### config.mk
export PLATFORM = sky130hd
export DESIGN_NAME = modulo_time_counter
export DESIGN_NICKNAME = d
export VERILOG_FILES = /design/src/rtl/modulo_time_counter.sv
export SDC_FILE = /design/constraint.sdc
export NUM_CORES = 1
export LEC_CHECK = 0
export BUFFER_PORTS_ARGS = -buffer_cell sky130_fd_sc_hd__buf_4
export CORE_ASPECT_RATIO = 1.1
export CORE_UTILIZATION = 50
export DETAILED_ROUTE_END_ITERATION = 16
export PLACE_DENSITY = 0.78
export SLEW_MARGIN = 20
export SYNTH_ARGS = -nofsm -noshare
export SYNTH_HDL_FRONTEND = slang
export SYNTH_SLANG_ARGS = --single-unit
### constraint.sdc
create_clock -name clock -period 6.15 [get_ports clock]
set_input_delay 0.3075 -clock clock [delete_from_list [all_inputs] [get_ports clock]]
set_output_delay 0.3075 -clock clock [all_outputs]
set_load 0.005 [all_outputs]
### src/rtl/modulo_time_counter.sv
// Modulo time-field counter with run carry, load, and up/down setting.
// Press-and-hold auto-repeat; BCD digits decoded from the count.
module modulo_time_counter #(
    parameter int MODULUS       = 24,
    parameter int WIDTH         = 6,
    parameter int HOLD_DELAY    = 25000000,
    parameter int REPEAT_PERIOD = 5000000,
    parameter int TIMER_WIDTH   = 25
) (
    input  logic             clock,
    input  logic             reset_n,
    input  logic             enable,
    input  logic             setting,
    input  logic             up,
    input  logic             down,
    input  logic             load,
    input  logic [WIDTH-1:0] data,
    output logic [WIDTH-1:0] count,
    output logic             carry,
    output logic [3:0]       tens,
    output logic [3:0]       ones
);

    typedef enum logic [1:0] {IDLE, HOLD, REPEAT} phase_t;

    localparam logic [WIDTH:0]       MOD_EXT   = (WIDTH+1)'(MODULUS);
    localparam logic [WIDTH-1:0]     MAX       = WIDTH'(MODULUS - 1);
    localparam logic [TIMER_WIDTH-1:0] HOLD_LAST = TIMER_WIDTH'(HOLD_DELAY - 1);
    localparam logic [TIMER_WIDTH-1:0] REP_LAST  = TIMER_WIDTH'(REPEAT_PERIOD - 1);

    phase_t                 phase;
    logic [TIMER_WIDTH-1:0] timer;
    logic                   up_q;
    logic                   down_q;
    logic                   dir_up;

    logic             both;
    logic             held;
    logic             up_edge;
    logic             down_edge;
    logic             in_range;
    logic             data_ok;
    logic [WIDTH-1:0] count_inc;
    logic [WIDTH-1:0] count_dec;
    logic [WIDTH-1:0] step_val;

    assign both      = up && down;
    assign held      = dir_up ? up : down;
    assign up_edge   = up && !up_q && !down;
    assign down_edge = down && !down_q && !up;
    assign in_range  = {1'b0, count} < MOD_EXT;
    assign data_ok   = {1'b0, data} < MOD_EXT;
    assign count_inc = (count == MAX) ? '0 : count + WIDTH'(1);
    assign count_dec = (count == '0) ? MAX : count - WIDTH'(1);
    assign step_val  = dir_up ? count_inc : count_dec;

    always_ff @(posedge clock or negedge reset_n) begin
        if (!reset_n) begin
            count  <= '0;
            carry  <= 1'b0;
            up_q   <= 1'b0;
            down_q <= 1'b0;
            dir_up <= 1'b0;
            timer  <= '0;
            phase  <= IDLE;
        end else begin
            up_q   <= up;
            down_q <= down;
            carry  <= 1'b0;
            if (load) begin
                count <= data_ok ? data : '0;
                timer <= '0;
                phase <= IDLE;
            end else if (!in_range) begin
                count <= '0;
                timer <= '0;
                phase <= IDLE;
            end else if (setting) begin
                case (phase)
                    IDLE: begin
                        if (up_edge) begin
                            count  <= count_inc;
                            dir_up <= 1'b1;
                            timer  <= '0;
                            phase  <= HOLD;
                        end else if (down_edge) begin
                            count  <= count_dec;
                            dir_up <= 1'b0;
                            timer  <= '0;
                            phase  <= HOLD;
                        end
                    end
                    HOLD: begin
                        if (!held || both) begin
                            timer <= '0;
                            phase <= IDLE;
                        end else if (timer == HOLD_LAST) begin
                            count <= step_val;
                            timer <= '0;
                            phase <= REPEAT;
                        end else begin
                            timer <= timer + TIMER_WIDTH'(1);
                        end
                    end
                    REPEAT: begin
                        if (!held || both) begin
                            timer <= '0;
                            phase <= IDLE;
                        end else if (timer == REP_LAST) begin
                            count <= step_val;
                            timer <= '0;
                        end else begin
                            timer <= timer + TIMER_WIDTH'(1);
                        end
                    end
                    default: begin
                        timer <= '0;
                        phase <= IDLE;
                    end
                endcase
            end else begin
                timer <= '0;
                phase <= IDLE;
                if (enable) begin
                    count <= count_inc;
                    carry <= (count == MAX);
                end
            end
        end
    end

    // Widened so an out-of-range count still decodes without truncation.
    always_comb begin
        tens = 4'(32'(count) / 10);
        ones = 4'(32'(count) % 10);
    end

endmodule
==> flow_summary.json <==
{
  "num_rows": 28,
  "synth-edff-count": 0,
  "htree_levels": 2,
  "initial_utilization": 0.519,
  "grt_max_degree": 38,
  "hold_depth": 1,
  "endpoint_kind": "output pin",
  "syn_area_per_cell_um2": 8.78,
  "finalHoldViolations": 0,
  "outcome": "finished clean",
  "cts_resized": 0,
  "cts_buffers": 5,
  "cts_tree": "yes",
  "postCtsSetupRepairBufs": 0,
  "use_met3": 0.0364,
  "numPlacedInstances": 401,
  "r2r_setup_slack_ns": 3.48,
  "synth_seq_cells": 37,
  "core_mm2": 0.00536,
  "rsz0062_at_grt": "no",
  "insertion_delay_ns": 0.30,
  "tns_ns": 0,
  "worstHoldStart": "down",
  "grt-busiest-layer": "met2",
  "grt_util_met2": 0.385,
  "drv_slew": 0,
  "p_per_area_mw_per_mm2": 271,
  "ios": 28,
  "crit_type": "flip-flop to output pin",
  "maxCapViolCount": 0,
  "nNetsFinal": 361,
  "hold_class": "input port to flip-flop",
  "finalNonFillerCells": 410,
  "num_vias": 2478,
  "portBuffers": 26,
  "yosys_warnings": 0,
  "path_clk_slew_ns": 0.08,
  "wl_um": 6200,
  "gp_congestion": 0.842,
  "root_buffer": "clkbuf_8",
  "rr_startpoint": "count[3]",
  "cp_max_fo": 15,
  "r2r.worst_path.cells": 6,
  "slew_headroom": 0.515,
  "n_antenna_cell": 0,
  "synth.cell_area_mm2": 0.00278,
  "grtUsageTotal": 0.229,
  "clock-sinks": 37,
  "critPathArrivalTime_ns": 3.70,
  "syn-instance-count": 317,
  "finalCriticalPeriod_ns": 4.01,
  "fin_ws_ns": 2.14,
  "fin_util": 0.578,
  "critPathLaunchType": "flip-flop",
  "grt-ovfl-total": 0,
  "firstDrtPassIters": 4,
  "drt-initial-drc-count": 126,
  "synth_cell_types": 62,
  "fmax_mhz": 250,
  "hpwl_um": 4360,
  "power.leakage_nw": 1.34,
  "dieArea_mm2": 0.00587,
  "finClkSkew_ns": 0.00903,
  "setup_viol": 0,
  "r2r-end": "count[4]",
  "crit_required_ns": 5.84,
  "remaining_drc_errors": 0,
  "wl_per_cell_um": 15.1,
  "fp.dieW_um": 73.1,
  "met1_usage": 0.297,
  "clockBufferDepth": 2,
  "grt_pass1_vias": 2291,
  "ys.flop_type": "dfrtp_1",
  "worst_pin_slew_ns": 0.723,
  "postRouteAntennaNets": 0,
  "syn_nets": 344,
  "synthArstFlopShare": 1.00,
  "cts-hold-fix-buffers": 1,
  "yosysSeqAreaShare": 0.333,
  "vdd_ir_drop_max_mv": 0.185,
  "dp_slack_ns": 2.51,
  "drive_gt1_frac": 0.149,
  "die_h_um": 80.3,
  "fin_crit_sh": 0.651,
  "viasPerCell": 6.04,
  "antenna_found_initial": 0,
  "hold-path-endpoint": "down_q",
  "power_mw": 0.839,
  "syn2layout_area_growth_pct": 11.3,
  "grt_pass1_wl_um": 10600
}
cell families after synthesis:
| group | count (synthesis) | synth area share |
|---|---|---|
| buf+inv | 34 | 0.0530 |
| other cells | 1 | 0.00135 |
| xor+xnor | 14 | 0.0440 |
| fa+ha+maj | 14 | 0.0629 |
| compound gates | 82 | 0.229 |
| mux | 6 | 0.0220 |
| flops | 37 | 0.333 |
| simple gates | 129 | 0.255 |
report_power, final:
| group | switching, mW | internal (mW) |
|---|---|---|
| Combinational | 0.171 | 0.174 |
| Clock | 0.0920 | 0.0908 |
| Sequential | 0.0543 | 0.258 |
| Total | 0.317 | 0.522 |
routing by layer:
layer | wire (um) | vias up | part of all wire
li1 | - | 1191 | -
met1 | 2880 | 1220 | 0.46
met2 | 3050 | 62 | 0.49
met3 | 211 | 5 | 0.034
met4 | 63 | 0 | 0.010
met5 | 0 | - | 0
Yosys cell counts, drive strengths merged, types with 2 or more instances:
master / instances / area, um^2
nand4: 11 / 68.8
nand3: 13 / 65.1
o21ai: 24 / 120
and2: 4 / 25.0
nor2: 29 / 111
a22o: 12 / 105
a221oi: 2 / 17.5
a22oi: 5 / 37.5
a21o: 4 / 30.0
buf: 7 / 46.3
mux2i: 5 / 50.1
nand2: 22 / 82.6
a31oi: 3 / 33.8
a21oi: 9 / 45.0
nor4: 6 / 58.8
clkbuf: 11 / 41.3
xor2: 9 / 78.8
nand2b: 2 / 12.5
xnor2: 5 / 43.8
nor2b: 7 / 43.8
a211o: 2 / 26.3
inv: 16 / 60.1
dfrtp: 37 / 926
o32ai: 2 / 17.5
o41ai: 2 / 55.1
a2bb2oi: 3 / 26.3
or3: 2 / 12.5
nor3b: 5 / 37.5
nor3: 10 / 55.1
o21a: 2 / 15.0
ha: 14 / 175
a211oi: 2 / 15.0
or2: 2 / 12.5
and3: 9 / 56.3
registers in the layout, summed over array words and instances (netlist names):
signal  count
carry       1
dir_up      1
count       6
up_q        1
phase       2
timer      25
down_q      1
worst max path at each step:
stage / startpoint / end / slack [ns]
after CTS: count[4] / ones[3] / 2.15
after global routing: count[4] / ones[3] / 1.83
after floorplan: count[4] / ones[3] / 3.15
final: count[4] / ones[3] / 2.14
after detailed placement: count[4] / ones[3] / 2.51
after global placement: count[4] / ones[3] / 2.64
placed cells by master (no fill, tap or decap), types with 5 or more instances in the layout:
| cell | count |
|---|---|
| buf_4 | 27 |
| o21ai_0 | 20 |
| xnor2_1 | 5 |
| a21oi_1 | 9 |
| nor2b_1 | 7 |
| nand2_1 | 22 |
| and3_1 | 9 |
| nor2_1 | 28 |
| xor2_1 | 9 |
| a22o_1 | 12 |
| ha_1 | 14 |
| nand3_1 | 13 |
| nor3_1 | 9 |
| mux2i_1 | 5 |
| inv_1 | 16 |
| a22oi_1 | 5 |
| nor3b_1 | 5 |
| clkbuf_8 | 6 |
| dfrtp_1 | 37 |
| nand4_1 | 11 |
cell type report:
| class | count | area, um^2 |
|---|---|---|
| clock buffer | 6 | 82.6 |
| clock inverter | 2 | 13.8 |
| fill | 499 | 2260 |
| inverter | 16 | 60.1 |
| multi-input combinational | 246 | 1710 |
| sequential | 37 | 926 |
| tap | 75 | 93.8 |
| timing repair buffer | 28 | 213 |
through the flow:
step	hold slack [ns]	cell area (um^2)
CTS	0.145	3100
detailed placement	0.304	2990
global placement	0.297	2990
finish	0.148	3100
floorplan	0.0119	2780
global route	0.140	3100
worst max-delay path, cell delays in order (launching register included):
cell     delay (ns)
dfrtp_1        0.61
inv_1          0.25
ha_1           0.25
or2_2          0.31
ha_1           0.31
nor3b_1        0.49
a21oi_1        0.13
o221a_2        0.29
xnor2_1        0.14
ha_1           0.22
nor2_1         0.14
xnor2_1        0.13
buf_4          0.13
Power figures use the tool's default switching activity.
